[src/rtl/rotr_pipe.sv]
// rotr_pipe: pipelined barrel rotator/shifter for the SHA-256 datapath.
// Operations: 00 ROTR, 01 ROTL, 10 SHR (zero fill), 11 SHL (zero fill).
// Stage k moves the operand by 2^k positions when amt[k] is set, LSB first.
// Build option ROTR_PIPE_STAGE_REG_EN: when defined, a register follows every
// stage (latency AW). When undefined, the AW stages are purely combinational
// in front of a single output register (latency 1).
// The pipe advances as a whole whenever the output slot is empty or being
// popped, and bubbles travel through it like valid beats.
module rotr_pipe #(
  parameter  int WIDTH = 32,
  parameter  int TAG_W = 4,
  localparam int AW    = $clog2(WIDTH)
) (
  input  logic             clk,
  input  logic             rst_n,
  input  logic             in_valid,
  output logic             in_ready,
  input  logic [WIDTH-1:0] in_data,
  input  logic [AW-1:0]    in_amt,
  input  logic [1:0]       in_op,
  input  logic [TAG_W-1:0] in_tag,
  output logic             out_valid,
  input  logic             out_ready,
  output logic [WIDTH-1:0] out_data,
  output logic [TAG_W-1:0] out_tag
);

  localparam logic [1:0] OP_ROTR = 2'b00;
  localparam logic [1:0] OP_ROTL = 2'b01;
  localparam logic [1:0] OP_SHR  = 2'b10;

  logic advance;
  logic accept;

  // One stage: move d by sh positions under op when en is set.
  function automatic logic [WIDTH-1:0] stage_fn(input logic [WIDTH-1:0] d,
                                                input logic [1:0]       op,
                                                input logic             en,
                                                input int               sh);
    logic [WIDTH-1:0] r;
    r = d;
    if (en) begin
      case (op)
        OP_ROTR: r = (d >> sh) | (d << (WIDTH - sh));
        OP_ROTL: r = (d << sh) | (d >> (WIDTH - sh));
        OP_SHR:  r = d >> sh;
        default: r = d << sh;
      endcase
    end
    return r;
  endfunction

  // Global enable: the whole pipe moves unless a result is stuck at the output.
  assign advance  = !out_valid || out_ready;
  assign in_ready = advance;
  assign accept   = in_valid && advance;

`ifdef ROTR_PIPE_STAGE_REG_EN

  logic             vld_q  [AW];
  logic [WIDTH-1:0] data_q [AW];
  logic [1:0]       op_q   [AW];
  logic [AW-1:0]    amt_q  [AW];
  logic [TAG_W-1:0] tag_q  [AW];

  for (genvar k = 0; k < AW; k++) begin : g_stage
    logic             src_vld;
    logic [WIDTH-1:0] src_data;
    logic [1:0]       src_op;
    logic [AW-1:0]    src_amt;
    logic [TAG_W-1:0] src_tag;

    if (k == 0) begin : g_first
      assign src_vld  = accept;
      assign src_data = in_data;
      assign src_op   = in_op;
      assign src_amt  = in_amt;
      assign src_tag  = in_tag;
    end else begin : g_next
      assign src_vld  = vld_q[k-1];
      assign src_data = data_q[k-1];
      assign src_op   = op_q[k-1];
      assign src_amt  = amt_q[k-1];
      assign src_tag  = tag_q[k-1];
    end

    // Stage k register: applies the 2^k step and forwards op/amt/tag.
    always_ff @(posedge clk or negedge rst_n) begin
      if (!rst_n) begin
        vld_q[k]  <= 1'b0;
        data_q[k] <= '0;
        op_q[k]   <= '0;
        amt_q[k]  <= '0;
        tag_q[k]  <= '0;
      end else if (advance) begin
        vld_q[k]  <= src_vld;
        data_q[k] <= stage_fn(src_data, src_op, src_amt[k], 1 << k);
        op_q[k]   <= src_op;
        amt_q[k]  <= src_amt;
        tag_q[k]  <= src_tag;
      end
    end
  end

  assign out_valid = vld_q[AW-1];
  assign out_data  = data_q[AW-1];
  assign out_tag   = tag_q[AW-1];

`else

  logic [WIDTH-1:0] chain [AW+1];
  logic             vld_q;
  logic [WIDTH-1:0] data_q;
  logic [TAG_W-1:0] tag_q;

  assign chain[0] = in_data;

  for (genvar k = 0; k < AW; k++) begin : g_stage
    assign chain[k+1] = stage_fn(chain[k], in_op, in_amt[k], 1 << k);
  end

  // Single output register behind the combinational stage chain.
  always_ff @(posedge clk or negedge rst_n) begin
    if (!rst_n) begin
      vld_q  <= 1'b0;
      data_q <= '0;
      tag_q  <= '0;
    end else if (advance) begin
      vld_q  <= accept;
      data_q <= chain[AW];
      tag_q  <= in_tag;
    end
  end

  assign out_valid = vld_q;
  assign out_data  = data_q;
  assign out_tag   = tag_q;

`endif

endmodule

[config.mk]
export PLATFORM = sky130hd
export DESIGN_NAME = rotr_pipe
export DESIGN_NICKNAME = d
export VERILOG_FILES = /design/src/rtl/rotr_pipe.sv
export SDC_FILE = /design/constraint.sdc
export NUM_CORES = 1
export LEC_CHECK = 0
export CORE_AREA = 2 2 117 119
export DETAILED_ROUTE_END_ITERATION = 10
export DIE_AREA = 0 0 119 121
export PLACE_DENSITY = 0.68
export SLEW_MARGIN = 20
export SYNTH_ARGS = -nofsm -noshare
export SYNTH_HDL_FRONTEND = slang
export SYNTH_SLANG_ARGS = --single-unit
[constraint.sdc]
create_clock -name clk -period 3.45 [get_ports clk]
set_clock_uncertainty 0.2 [all_clocks]
set_input_delay 0.8625 -clock clk [delete_from_list [all_inputs] [get_ports clk]]
set_output_delay 0.8625 -clock clk [all_outputs]
set_load 0.05 [all_outputs]
==> results by group <==
Outcome
  – Status: finished clean

Job
  – Max-Cap Viols: 0

Detailed routing
  – Vias: 7227
  – Residual DRC count: 0
  – ANT nets after route: 0
  – Pre-antenna DRT Iters: 6
  – Routed length per instance: 25.4 um
  – First DRT Iteration DRCs: 951
  – Mean number of vias per cell: 6.86
  – Final wirelength: 26.7 mm

Clocking
  – Htree depth: 2
  – Clock Path Buffers: 2
  – CTS Buf Count: 5
  – Clock transition at the registers of the reported paths: 0.06 ns
  – Hold-fix buffers at CTS: 0
  – Clk_lat worst skew: 0.28 ns
  – Clock root buffer master: clkbuf_16
  – Setup bufs post-CTS: 0
  – Post-CTS resize count: 0
  – CTS Sinks: 37
  – CTS tree: done

Layout
  – Fin cells: 1054
  – Final #Nets: 925
  – Share of cells above drive strength 1: 0.195
  – P&R area growth vs syn: 27.5%
  – ANT cells: 0
  – Final core utilization: 0.564

Synthesis
  – Syn. warnings: 0
  – Net Count, Synth: 805
  – Mapped Avg Cell Area: 7.64 sq um
  – EDFF count, synth: 0
  – Async set or reset register ratio after synthesis: 1.00
  – #FFs+latches synth: 37
  – Ys flop type: dfrtp_1
  – Mapped Cells: 758
  – Top cell type's share of synthesized area: 0.160
  – Unique cell type count in the Yosys netlist: 82
  – Syn Std Cell Area: 5790 sq um
  – Commonest cells in the netlist: nand2_1 (78), nor2_1 (74), mux2i_1 (72)
  – Top-count cell post-synth: nand2_1
  – Top cells by area, synth: dfrtp_1 (16%), mux2i_1 (12%), nand2_1 (5.1%)
  – Yosys top cell by area: dfrtp_1
  – Seq/Total Area, Yosys: 0.160

Worst setup path
  – CP startpoint kind: input port
  – Critical Path RT: 3.42 ns
  – CP Capture Type: register
  – Crit-path max cell delay: 0.53 ns
  – Crit path DAT: 3.29 ns
  – Crit path max fanout: 7
  – Delay-heaviest family, CP: compound AO/OA/AOI/OAI gates
  – Most numerous cell on the critical path: nor2_1
  – Slowest library cell on the worst path: clkdlybuf4s50_1
  – Crit path kind: input port to register
  – Crit-path cells: clkdlybuf4s50_1 -> mux2i_1 -> o22ai_1 -> nor3_1 -> nor2_1 -> a211oi_1 -> nor2_1 -> a221o_1
  – WP buf/inv: 1

STA
  – Final Max Tran Viols: 0
  – Fin crit share: 0.963
  – Final setup vio count: 0
  – RSZ-0062 raised after global routing: false
  – Slew headroom: 0.446
  – FMAX: 301 MHz
  – Minimum clock period after layout: 3.32 ns
  – Final hold viol count: 0
  – Setup ws final: 0.127 ns
  – Slew at the pin closest to its max-slew limit: 0.831 ns

Min path
  – Min-Delay Path Class: register to register

Power and ir drop
  – P_leak: 2.94 nW
  – Peak VDD IR: 0.279 mV
  – PD cells: 332 nW/um^2

GRT
  – Initial antenna violation count: 0
  – GRT Resource Usage Total: 0.366
  – Largest net degree at the start of global routing: 41
  – Number of global-route vias before repair: 6873
  – GRT overflow: 0
  – First-pass GRT wire length: 40.8 mm

Placement
  – Gpl congestion: 1.04
  – Placed insts: 1047
  – Port-buffer cells: 84
  – Post-Place Worst Slack: -0.0530 ns
  – HPWL after detailed placement: 20.6 mm

Floorplanning
  – Die width: 119 um
  – CORE AREA: 13100 sq um
  – I/O pins: 85
  – Die height: 121 um
  – # rows: 42
  – Starting Density: 0.443
  – Die ar.: 14400 sq um
[routing by layer]
layer  GRT usage  wire (um)
met5           0          0
met4       0.122        848
met3      0.0846       2410
met2       0.591      12400
met1       0.481      11100
[cell usage in the layout, fill, tap and decap left out, types with 5 or more instances in the layout]
master,synthesis,routed
a211oi_1,29,29
nor3_1,27,27
nand2b_1,14,14
buf_12,0,6
clkbuf_16,0,5
o21ai_0,47,47
a21o_1,5,5
clkdlybuf4s50_1,0,78
dfrtp_1,37,37
a21oi_1,41,41
a31oi_1,8,8
o2bb2a_1,6,6
a211oi_2,15,15
a221o_1,5,5
a22oi_1,13,13
nand2_1,78,78
nand3_1,6,6
buf_4,11,100
a311oi_1,5,5
mux2i_1,72,72
o22ai_1,26,26
nor2_1,74,74
o221ai_1,21,21
mux2_2,9,9
o21ai_1,20,20
nor2b_1,6,5
o211ai_1,13,13
[final timing paths]
kind                             startpoint  slack, ns     endpoint  cells past startpoint
worst max-delay path            in_data[22]       0.13  out_data[3]                      8
worst min-delay path             out_tag[3]       0.27   out_tag[3]                      2
worst max register to register    out_valid       1.50  out_data[3]                      6
worst min register to register   out_tag[3]       0.27   out_tag[3]                      2
max in group asynchronous             rst_n       2.05   out_tag[0]                      1
min in group asynchronous             rst_n       0.48  out_data[7]                      1
[worst register-to-register path: stages, from the launching register on]
cell	delay [ns]
dfrtp_1	0.35
nor2b_2	0.17
inv_2	0.09
nand2_1	0.14
a21o_1	0.47
nor2_1	0.13
a221o_1	0.28
[state kept, by name, summed over array words and instances (netlist names)]
| register | count |
|---|---|
| out_data | 32 |
| out_tag | 4 |
| out_valid | 1 |
[report_power, final]
group	switching, mW	internal [mW]
registers	0.0396	0.503
logic	0.911	0.534
clock network	0.180	0.283
[stage by stage]
stage                     setup TNS [ns]  hold WS (ns)  instance area (sq um)  total power [mW]
after detailed placement          -0.125         0.259                   7240              1.96
final                                  0         0.273                   7380              2.45
after CTS                              0         0.275                   7380              2.43
after global placement           -0.0876         0.249                   7240              1.95
after floorplan                        0         0.367                   5790              1.41
after global routing                   0         0.298                   7380              2.55
[cell families (layout without fill, tap and decap cells)]
| logic type | Yosys count | count (layout) | synth area share |
|---|---|---|---|
| flip-flops | 37 | 37 | 0.160 |
| AO/OA/AOI/OAI | 314 | 314 | 0.402 |
| AND/OR/NAND/NOR | 236 | 236 | 0.189 |
| buffers and inverters | 80 | 200 | 0.0806 |
| multiplexers | 91 | 91 | 0.168 |
[area by class of cell]
class / count / area (sq um)
Fill cell: 1224 / 5700
Inverter: 6 / 22.5
Clock buffer: 6 / 139
Multi-Input combinational cell: 641 / 4400
Sequential cell: 37 / 926
Timing Repair Buffer: 187 / 1670
Clock inverter: 1 / 7.51
Tap cell: 176 / 220
(Power assumes the default switching activity.)
